==> src/rtl/register_file_mp_pkg.sv <==
// Shared constants and helpers for the multi-port register file.
package register_file_mp_pkg;

  localparam int DEF_DATA_W   = 8;
  localparam int DEF_NUM_REGS = 4;

  // Register indices used by the controller
  localparam int R0 = 0;
  localparam int R1 = 1;
  localparam int R2 = 2;
  localparam int R3 = 3;

  // An address is usable when it names an existing register and is not the
  // hardwired zero register.
  function automatic logic addr_valid(input int unsigned addr,
                                      input int unsigned num_regs,
                                      input bit          zero_reg0);
    return (addr < num_regs) && !(zero_reg0 && (addr == 0));
  endfunction

endpackage

==> src/rtl/register_file_mp_if.sv <==
// Bus bundle between the controller/ALU side and the register file.
interface register_file_mp_if #(
  parameter int DATA_W   = 8,
  parameter int ADDR_W   = 2,
  parameter int NUM_REGS = 4
) ();

  logic                wr_en;
  logic [ADDR_W-1:0]   wr_addr;
  logic [DATA_W-1:0]   wr_data;
  logic                rsv_en;
  logic [ADDR_W-1:0]   rsv_addr;
  logic [ADDR_W-1:0]   rd_a_addr;
  logic [DATA_W-1:0]   rd_a_data;
  logic                rd_a_busy;
  logic [ADDR_W-1:0]   rd_b_addr;
  logic [DATA_W-1:0]   rd_b_data;
  logic                rd_b_busy;
  logic [NUM_REGS-1:0] busy_vec;
  logic [7:0]          wr_count;

  modport master (
    output wr_en, wr_addr, wr_data, rsv_en, rsv_addr, rd_a_addr, rd_b_addr,
    input  rd_a_data, rd_a_busy, rd_b_data, rd_b_busy, busy_vec, wr_count
  );

  modport slave (
    input  wr_en, wr_addr, wr_data, rsv_en, rsv_addr, rd_a_addr, rd_b_addr,
    output rd_a_data, rd_a_busy, rd_b_data, rd_b_busy, busy_vec, wr_count
  );

endinterface

==> src/rtl/register_file_mp_read_port.sv <==
// One combinational read port: validity check, write bypass, storage mux.
module regfile_read_port
  import register_file_mp_pkg::*;
#(
  parameter int DATA_W    = DEF_DATA_W,
  parameter int NUM_REGS  = DEF_NUM_REGS,
  parameter int ADDR_W    = 2,
  parameter int ZERO_REG0 = 0
) (
  input  logic [ADDR_W-1:0]   addr,
  input  logic                bypass_en,
  input  logic [ADDR_W-1:0]   wr_addr,
  input  logic [DATA_W-1:0]   wr_data,
  input  logic [DATA_W-1:0]   regs [NUM_REGS],
  input  logic [NUM_REGS-1:0] busy_q,
  output logic [DATA_W-1:0]   data,
  output logic                busy
);

  logic valid;
  assign valid = addr_valid(32'(addr), NUM_REGS, ZERO_REG0 != 0);

  // Invalid address reads zero; a same-cycle write wins over storage and is
  // never busy because the write itself releases the register.
  always_comb begin
    data = '0;
    busy = 1'b0;
    if (valid) begin
      if (bypass_en && (wr_addr == addr)) begin
        data = wr_data;
      end else begin
        for (int i = 0; i < NUM_REGS; i++) begin
          if (addr == ADDR_W'(i)) begin
            data = regs[i];
            busy = busy_q[i];
          end
        end
      end
    end
  end

endmodule

==> src/rtl/register_file_mp.sv <==
// NUM_REGS x DATA_W register file: one write port, two read ports with
// write bypass, per-register busy scoreboard and a saturating write counter.
module register_file_mp
  import register_file_mp_pkg::*;
#(
  parameter int              DATA_W    = DEF_DATA_W,
  parameter int              NUM_REGS  = DEF_NUM_REGS,
  parameter int              ADDR_W    = 2,
  parameter int              ZERO_REG0 = 0,
  parameter logic [DATA_W-1:0] RESET_VAL = '0
) (
  input logic              clk,
  input logic              rst,
  register_file_mp_if.slave bus
);

  logic [DATA_W-1:0]   storage [NUM_REGS];
  logic [NUM_REGS-1:0] busy_q;
  logic [7:0]          wr_count_q;
  logic                wr_fire;
  logic                rsv_fire;
  logic                bypass_en;

  assign wr_fire  = bus.wr_en  && addr_valid(32'(bus.wr_addr),  NUM_REGS, ZERO_REG0 != 0);
  assign rsv_fire = bus.rsv_en && addr_valid(32'(bus.rsv_addr), NUM_REGS, ZERO_REG0 != 0);

  // While reset is held reads must show the reset image, not a pending write.
  assign bypass_en = bus.wr_en && !rst;

  // Register storage: write lands on the edge.
  always_ff @(posedge clk or posedge rst) begin
    if (rst) begin
      for (int i = 0; i < NUM_REGS; i++) storage[i] <= RESET_VAL;
    end else begin
      for (int i = 0; i < NUM_REGS; i++) begin
        if (wr_fire && (bus.wr_addr == ADDR_W'(i))) storage[i] <= bus.wr_data;
      end
    end
  end

  // Busy scoreboard: write releases, reserve sets; reserve wins on a tie
  // because it marks the next producer. Bit 0 can never be set when register
  // 0 is hardwired, since reserves to it are invalid.
  always_ff @(posedge clk or posedge rst) begin
    if (rst) begin
      busy_q <= '0;
    end else begin
      for (int i = 0; i < NUM_REGS; i++) begin
        if (rsv_fire && (bus.rsv_addr == ADDR_W'(i)))     busy_q[i] <= 1'b1;
        else if (wr_fire && (bus.wr_addr == ADDR_W'(i))) busy_q[i] <= 1'b0;
      end
    end
  end

  // Accepted-write counter, sticks at 255.
  always_ff @(posedge clk or posedge rst) begin
    if (rst)                                  wr_count_q <= '0;
    else if (wr_fire && (wr_count_q != 8'hFF)) wr_count_q <= wr_count_q + 8'd1;
  end

  assign bus.busy_vec = busy_q;
  assign bus.wr_count = wr_count_q;

  regfile_read_port #(
    .DATA_W(DATA_W), .NUM_REGS(NUM_REGS), .ADDR_W(ADDR_W), .ZERO_REG0(ZERO_REG0)
  ) u_rd_a (
    .addr(bus.rd_a_addr), .bypass_en(bypass_en), .wr_addr(bus.wr_addr),
    .wr_data(bus.wr_data), .regs(storage), .busy_q(busy_q),
    .data(bus.rd_a_data), .busy(bus.rd_a_busy)
  );

  regfile_read_port #(
    .DATA_W(DATA_W), .NUM_REGS(NUM_REGS), .ADDR_W(ADDR_W), .ZERO_REG0(ZERO_REG0)
  ) u_rd_b (
    .addr(bus.rd_b_addr), .bypass_en(bypass_en), .wr_addr(bus.wr_addr),
    .wr_data(bus.wr_data), .regs(storage), .busy_q(busy_q),
    .data(bus.rd_b_data), .busy(bus.rd_b_busy)
  );

endmodule

==> src/flat_wrapper.sv <==
// flat-port wrapper written by rule: the top's interface ports become plain ports
module register_file_mp_flat import register_file_mp_pkg::*;
#(
  parameter int              DATA_W    = DEF_DATA_W,
  parameter int              NUM_REGS  = DEF_NUM_REGS,
  parameter int              ADDR_W    = 2,
  parameter int              ZERO_REG0 = 0,
  parameter logic [DATA_W-1:0] RESET_VAL = '0
)
  (clk, rst, bus_wr_en, bus_wr_addr, bus_wr_data, bus_rsv_en, bus_rsv_addr, bus_rd_a_addr, bus_rd_b_addr, bus_rd_a_data, bus_rd_a_busy, bus_rd_b_data, bus_rd_b_busy, bus_busy_vec, bus_wr_count);
  register_file_mp_if #(.DATA_W(DATA_W), .ADDR_W(ADDR_W), .NUM_REGS(NUM_REGS)) bus_i ();
  input logic clk;
  input logic rst;
  input wire logic [$bits(bus_i.wr_en)-1:0] bus_wr_en;
  input wire logic [$bits(bus_i.wr_addr)-1:0] bus_wr_addr;
  input wire logic [$bits(bus_i.wr_data)-1:0] bus_wr_data;
  input wire logic [$bits(bus_i.rsv_en)-1:0] bus_rsv_en;
  input wire logic [$bits(bus_i.rsv_addr)-1:0] bus_rsv_addr;
  input wire logic [$bits(bus_i.rd_a_addr)-1:0] bus_rd_a_addr;
  input wire logic [$bits(bus_i.rd_b_addr)-1:0] bus_rd_b_addr;
  output wire logic [$bits(bus_i.rd_a_data)-1:0] bus_rd_a_data;
  output wire logic [$bits(bus_i.rd_a_busy)-1:0] bus_rd_a_busy;
  output wire logic [$bits(bus_i.rd_b_data)-1:0] bus_rd_b_data;
  output wire logic [$bits(bus_i.rd_b_busy)-1:0] bus_rd_b_busy;
  output wire logic [$bits(bus_i.busy_vec)-1:0] bus_busy_vec;
  output wire logic [$bits(bus_i.wr_count)-1:0] bus_wr_count;
  assign bus_i.wr_en = bus_wr_en;
  assign bus_i.wr_addr = bus_wr_addr;
  assign bus_i.wr_data = bus_wr_data;
  assign bus_i.rsv_en = bus_rsv_en;
  assign bus_i.rsv_addr = bus_rsv_addr;
  assign bus_i.rd_a_addr = bus_rd_a_addr;
  assign bus_i.rd_b_addr = bus_rd_b_addr;
  assign bus_rd_a_data = bus_i.rd_a_data;
  assign bus_rd_a_busy = bus_i.rd_a_busy;
  assign bus_rd_b_data = bus_i.rd_b_data;
  assign bus_rd_b_busy = bus_i.rd_b_busy;
  assign bus_busy_vec = bus_i.busy_vec;
  assign bus_wr_count = bus_i.wr_count;
  register_file_mp #(.DATA_W(DATA_W), .NUM_REGS(NUM_REGS), .ADDR_W(ADDR_W), .ZERO_REG0(ZERO_REG0), .RESET_VAL(RESET_VAL)) u_core (.clk(clk), .rst(rst), .bus(bus_i));
endmodule
==> config.mk <==
export PLATFORM = sky130hd
export DESIGN_NAME = register_file_mp_flat
export DESIGN_NICKNAME = d
export VERILOG_FILES = /design/src/rtl/register_file_mp_pkg.sv /design/src/rtl/register_file_mp_if.sv /design/src/rtl/register_file_mp_read_port.sv /design/src/rtl/register_file_mp.sv /design/src/flat_wrapper.sv
export SDC_FILE = /design/constraint.sdc
export NUM_CORES = 1
export LEC_CHECK = 0
export ABC_AREA = 0
export CORE_ASPECT_RATIO = 0.7
export CORE_MARGIN = 4
export CORE_UTILIZATION = 40
export DETAILED_ROUTE_END_ITERATION = 16
export MAX_ROUTING_LAYER = met4
export PLACE_DENSITY_LB_ADDON = 0.12
export SLEW_MARGIN = 20
export SYNTH_ARGS = -nofsm -noshare
export SYNTH_HDL_FRONTEND = slang
export SYNTH_SLANG_ARGS = --single-unit
==> constraint.sdc <==
create_clock -name clk -period 3.69 [get_ports clk]
set_input_delay 0.738 -clock clk [delete_from_list [all_inputs] [get_ports clk]]
set_output_delay 0.738 -clock clk [all_outputs]
set_load 0.01 [all_outputs]
==> results.sh, run 1 <==
export IMPL_status="finished clean"
export IMPL_crit_chain="clkdlybuf4s50_1 > mux4_2 > mux2_2 > clkdlybuf4s50_1"
export IMPL_cts_clk_slew_worst_paths_ns=0.08
export IMPL_synth_seq_area_share=0.431
export IMPL_critical_path_arrival_ns=2.76
export IMPL_slew_limit_headroom=0.543
export IMPL_cp_slowest_cell="sky130_fd_sc_hd__clkdlybuf4s50_1"
export IMPL_grt_max_degree=18
export IMPL_hold_path_startpoint="u_core.storage[10]"
export IMPL_worstPathBufferInverterCount=2
export IMPL_clock_tree_htree_level_count=2
export IMPL_die_area_um2=7740
export IMPL_cts_repair_resize_count=0
export IMPL_layout_common_cells="49 x sky130_fd_sc_hd__clkdlybuf4s50_1, 45 x sky130_fd_sc_hd__mux2_2, 44 x sky130_fd_sc_hd__dfrtp_1, 17 x sky130_fd_sc_hd__mux4_2, 11 x sky130_fd_sc_hd__buf_4"
export IMPL_power_density_cell_area_nw_per_um2=507
export IMPL_netlist_cell_type_count=28
export IMPL_cts_hold_fix_buffers=0
export IMPL_cts_sink_count=44
export IMPL_synthCells=170
export IMPL_finalWeightedCongestion=0.835
export IMPL_cts_root_buffer_cell="sky130_fd_sc_hd__clkbuf_8"
export IMPL_stdcell_count=310
export IMPL_track_usage=0.175
export IMPL_avgSynthCellArea_um2=15.0
export IMPL_layout_cells_most_common="sky130_fd_sc_hd__clkdlybuf4s50_1"
export IMPL_final_layout_size_suffix_gt1_frac=0.418
export IMPL_grt_setup_unrepaired="false"
export IMPL_final_critical_delay_including_setup_and_external_delays_ns=3.50
export IMPL_numPlacedInstances=302
export IMPL_insertion_delay_ns=0.30
export IMPL_avgRoutedWirePerCell_um=19.5
export IMPL_syn_num_nets=191
export IMPL_total_of_max_cap_violations=0
export IMPL_final_setup_tns_ns=0
export IMPL_post_dp_hpwl_um=4450
export IMPL_synth_seq_cells=44
export IMPL_grt_first_pass_wirelength_um=9740
export IMPL_detailedRoute_firstIterationViolations=71
export IMPL_dr_pass1_iters=4
export IMPL_worstSetupStartpointType="input port"
export IMPL_fp_row_count=24
export IMPL_die_h_um=74.8
export IMPL_total_of_fill_cells_in_the_finished_design=528
export IMPL_yosysTopAreaCellShare=0.431
export IMPL_maximum_buffer_depth_of_the_clock_tree=2
export IMPL_timing_critical_path_slowest_cell_delay_ns=0.70
export IMPL_vdd_ir_drop_worst_mv=0.178
export IMPL_regToRegStartpoint="u_core.bus.wr_count[0]"
export IMPL_cts_tree="done"
export IMPL_timing_critical_path_from="bus_rd_a_addr[1]"
export IMPL_crit_path_max_fanout=5
export IMPL_num_nets_final=252
export IMPL_top_level_ports=50
export IMPL_period_share=0.948
export IMPL_post_cts_buffers=0
export IMPL_finalInstanceArea_um2=3260
export IMPL_critical_path_top_delay_family="buffers and inverters"
export IMPL_number_of_diodes=0
export IMPL_required_arrival_time_at_the_worst_endpoint_ns=2.95
export IMPL_report_final_hold_viol_count=0
export IMPL_crit_type="input port to primary output"
export IMPL_timing_critical_path_to_type="primary output"
export IMPL_drt_vias_per_instance=5.45
export IMPL_die_width_um=103
export IMPL_antenna_violations_before_repair=0
export IMPL_clock_skew_final_ns=0.00935
export IMPL_timing_fmax_mhz=286
export IMPL_yosys_area_top_type="sky130_fd_sc_hd__dfrtp_1"
export IMPL_synthTopCellsByArea="sky130_fd_sc_hd__dfrtp_1 43%, sky130_fd_sc_hd__mux2_2 20%, sky130_fd_sc_hd__mux4_2 15%"
export IMPL_core_area_um2=6220
export IMPL_drc_violation_count_after_routing=0
export IMPL_grt_pass1_vias=1821
export IMPL_setup_viol_count_final=0
export IMPL_final_max_slew_viol_count=0
export IMPL_ys_warnings_count=0
export IMPL_drt_wl_total_um=6040
export IMPL_critical_path_most_common_cell="sky130_fd_sc_hd__clkdlybuf4s50_1"
export IMPL_static_leakage_power_uw=0.00134
export IMPL_syn_to_final_growth_pct=27.7
export IMPL_initial_core_util=0.411
export IMPL_grt_overflow_total=0
export IMPL_route_antenna_remaining_nets=0
export IMPL_worst_slew_pin_transition_ns=0.684
export IMPL_num_vias=1690
export IMPL_port_buffers=49
export IMPL_total_clock_buffers_created_by_cts=5
export IMPL_post_synth_instance_area_um2=2550
export IMPL_placed_cell_area_um2=3170
export IMPL_timing_hold_worst_class="flop to flop"
[registers in the layout, summed over array words and instances, names as in the netlist]
register,cells
u_core.bus.wr_count,8
u_core.storage,32
u_core.bus.busy_vec,4
[cells by family after synthesis]
kind of cell	count (synthesis)	share of synthesized area
XOR/XNOR	5	0.0230
flip-flops	44	0.431
multiplexers	72	0.412
buffers and inverters	11	0.0343
AO/OA/AOI/OAI	8	0.0186
AND/OR/NAND/NOR	29	0.0760
adder cells (fa/ha/maj)	1	0.00490
[worst paths after layout]
kind / endpoint / slack (ns) / cells after the start
max in group asynchronous: u_core.storage[5] / 2.13 / 3
min: u_core.storage[10] / 0.53 / 1
min in group asynchronous: u_core.bus.wr_count[7] / 0.87 / 2
max: bus_rd_a_data[7] / 0.19 / 4
max reg2reg: u_core.bus.wr_count[1] / 1.86 / 4
min reg2reg: u_core.storage[10] / 0.53 / 1
[cell type report]
cell class	count	area, um^2	area share
Inverter	4	15.0	0.00460
Clock buffer	8	90.1	0.0276
Multi-Input combinational cell	115	1360	0.418
Tap cell	78	97.6	0.0299
Timing Repair Buffer	61	593	0.182
Sequential cell	44	1100	0.338
[cell usage after synthesis (all sizes together)]
| cell type | n |
|---|---|
| buf | 7 |
| nor2 | 3 |
| xnor2 | 5 |
| ha | 1 |
| o2111a | 1 |
| o22ai | 1 |
| nand4 | 3 |
| nand2b | 3 |
| a21oi | 1 |
| nand3b | 2 |
| and2 | 2 |
| nand3 | 6 |
| dfrtp | 44 |
| nor3b | 1 |
| mux2 | 54 |
| inv | 4 |
| nor3 | 1 |
| o21ai | 5 |
| and2b | 1 |
| nand2 | 7 |
| mux4 | 18 |
[per-layer routing]
layer,GRT usage,part of all wire,vias to the layer above
li1,-,-,774
met1,0.235,0.46,872
met2,0.278,0.49,40
met3,0.0315,0.042,4
met4,0.0417,0.0073,0
met5,-,0,-
[stage by stage]
step                setup slack (ns)  total power, uW  utilization  hold WS (ns)
floorplan                       1.29             1050            -         0.491
global placement               0.226             1320        0.510         0.502
detailed placement             0.193             1360        0.510         0.515
CTS                            0.185             1670        0.525         0.533
global route                   0.131             1750        0.525         0.545
finish                         0.191             1650        0.525         0.532
[report_power, final]
group          internal (uW)  switching, uW  leakage, uW
Sequential               594            107     0.000524
Clock                    153            158    0.0000455
Combinational            408            232     0.000775
No activity file was read; power rests on OpenSTA's default activity.
==> run 2: changes to the inputs <==
--- a/config.mk
+++ b/config.mk
@@ -6,6 +6,7 @@
 export NUM_CORES = 1
 export LEC_CHECK = 0
 export ABC_AREA = 0
+export CAP_MARGIN = 10
 export CORE_ASPECT_RATIO = 0.7
 export CORE_MARGIN = 4
 export CORE_UTILIZATION = 40
==> results of run 2 <==
No change in the layout: final DEF, timing and power equal those of run 1.
==> edit: new RTL, config.mk and constraints of run 2 <==
`ADDR_W` is set to 2 in 4 places; all go to 1.
--- a/src/rtl/register_file_mp_if.sv
+++ b/src/rtl/register_file_mp_if.sv
@@ -3,3 +3,3 @@
   parameter int DATA_W   = 8,
-  parameter int ADDR_W   = 2,
+  parameter int ADDR_W   = 1,
   parameter int NUM_REGS = 4
--- a/src/rtl/register_file_mp_read_port.sv
+++ b/src/rtl/register_file_mp_read_port.sv
@@ -6,3 +6,3 @@
   parameter int NUM_REGS  = DEF_NUM_REGS,
-  parameter int ADDR_W    = 2,
+  parameter int ADDR_W    = 1,
   parameter int ZERO_REG0 = 0
--- a/src/rtl/register_file_mp.sv
+++ b/src/rtl/register_file_mp.sv
@@ -7,3 +7,3 @@
   parameter int              NUM_REGS  = DEF_NUM_REGS,
-  parameter int              ADDR_W    = 2,
+  parameter int              ADDR_W    = 1,
   parameter int              ZERO_REG0 = 0,
--- a/src/flat_wrapper.sv
+++ b/src/flat_wrapper.sv
@@ -5,3 +5,3 @@
   parameter int              NUM_REGS  = DEF_NUM_REGS,
-  parameter int              ADDR_W    = 2,
+  parameter int              ADDR_W    = 1,
   parameter int              ZERO_REG0 = 0,
Interface: changed (resized bus_rd_a_addr, bus_rd_b_addr, bus_rsv_addr and bus_wr_addr); port bits go from 50 to 46. The function was not compared with the original's and may differ.
==> edit against run 2 <==
Combinational power decreased by 29%; setup slack better by 0.086 ns; global-route usage is 3.0 points lower; non-clock buffer count down 13; critical path type unchanged; wire length is 42% lower; sequential cell count fell by 18; synthesized area fell by 37%; die area fell by 34%; count of clock-buffer cells in the layout decreased by 4; cell area is 34% lower; total power down 35%; sequential power decreased by 39%; core utilization up 2.9 points.
==> edit: results (changes against run 2) <==
[power_and_ir_drop]
p_leak_nw = 0.903  ; -33%
peakVddDrop_uv = 237  ; +33%

[synthesis]
synth_cell_type_count = 31  ; +11%
synthTopCellsByArea = dfrtp_1 (40%), mux2_2 (30%), mux2_4 (7.4%)
syn_nets = 142  ; -26%
synthTopCellsByCount = mux2_2 (43), dfrtp_1 (26), mux2_4 (8), nand2_1 (6), buf_4 (5)
seq_area_frac_synth = 0.403  ; -0.0280
async_flop_share = 1.00  ; unchanged

[floorplanning]
die_x_um = 83.9  ; -19%

[global_routing]
first_global_vias = 1150  ; -37%
grt_pass1_wl_mm = 5.62  ; -42%
grt_max_degree = 27  ; +9
grt_usage = 0.145  ; -0.0302

[setup_path]
r2r_setup_slack_ns = 2.04  ; +0.18 ns
cp_max_fo = 7  ; +2
critical_path.max_stage_delay_ns = 0.61  ; -0.09 ns
slowest_stage = clkdlybuf4s50_1
ff2ff_path_depth = 4  ; unchanged
r2r-start = u_core.bus.wr_count[0]$_DFFE_PP0P_
cp_top_family = buffers and inverters
cp-startpoint = bus_rd_b_addr

[layout]
largest_reg_flops = 16  ; -50%
drive_above_1_share = 0.392  ; -0.0263
layout.nets = 189  ; -25%

[clocking]
cts-root-buf = clkbuf_8
clk_pin_slew_worst_paths_ns = 0.09
cts_buffers = 3  ; -2
cts_max_level = 1  ; -1
clock_latency_ns = 0.27  ; -0.03 ns

[route]
vias = 1110  ; -34%
drtIter0Drc = 37  ; -48%
wl_per_cell_um = 15.6  ; -20%
first_pass_iters = 3  ; -1

[placement]
io_buffers = 45  ; -8.2%
dp_hpwl_mm = 2.57  ; -42%
place_area_sq_um = 2100  ; -34%
place.gp.congestion = 0.780  ; -6.5%

[timing]
fin_skew_ns = 0.00372  ; -0.00563 ns
hold_ws_ns = 0.533  ; +0.000685 ns
worst_pin_slew_ns = 0.927  ; +0.243 ns

[min_path]
whs_endpoint = u_core.storage[15]$_DFFE_PP0P_
min_path_cells = 1  ; unchanged
hp-start = u_core.storage[15]$_DFFE_PP0P_

[status]
outcome = completed

-- edit: layout make-up --
cell class | instances | area [sq um]
inverters | 2 | 7.51
well taps | 52 | 65.1
multi-input cells | 91 | 906
fillers | 337 | 1740
flip-flops and latches | 26 | 651
repair buffers | 48 | 473
clock buffers | 4 | 55.1
-- edit: per-layer routing --
metal | GRT usage | vias to the layer above | wire [um]
met3 | 0.0401 | 2 | 139
met2 | 0.234 | 26 | 1620
met1 | 0.186 | 534 | 1710
li1 | - | 548 | -
met4 | 0.0275 | 0 | 17
met5 | - | - | 0
-- edit: worst register-to-register path: stages (launching register included) --
cell and delay, ns:
dfrtp_1 0.45, ha_1 0.30, nand4_1 0.18, o21ai_2 0.25
mux2_2 0.36
-- edit: cell families (layout without fill, tap and decap cells) --
group,Yosys count,after routing,synth area share
buf+inv,8,54,0.0349
mux,54,54,0.393
fa+ha+maj,1,1,0.00776
compound gates,11,11,0.0466
simple gates,21,21,0.0830
xor+xnor,4,4,0.0310
flops,26,26,0.403
-- edit: report_power, final --
group	leakage, nW	internal, mW	switching (mW)
combinational	0.565	0.287	0.167
clock	0.0288	0.0954	0.0882
sequential	0.309	0.352	0.0773
total	0.903	0.734	0.332
-- edit: worst max-delay path by stage --
stage / end / slack (ns)
floorplan: bus_rd_a_data[0] / 1.36
global placement: bus_rd_b_data[2] / 0.33
detailed placement: bus_rd_b_data[2] / 0.28
CTS: bus_rd_b_data[6] / 0.27
global route: bus_rd_b_data[1] / 0.22
finish: bus_rd_b_data[1] / 0.28
-- edit: through the flow --
stage	std cells	setup slack (ns)
floorplan	125	1.36
global placement	219	0.334
detailed placement	219	0.282
CTS	223	0.273
global route	223	0.219
finish	223	0.277
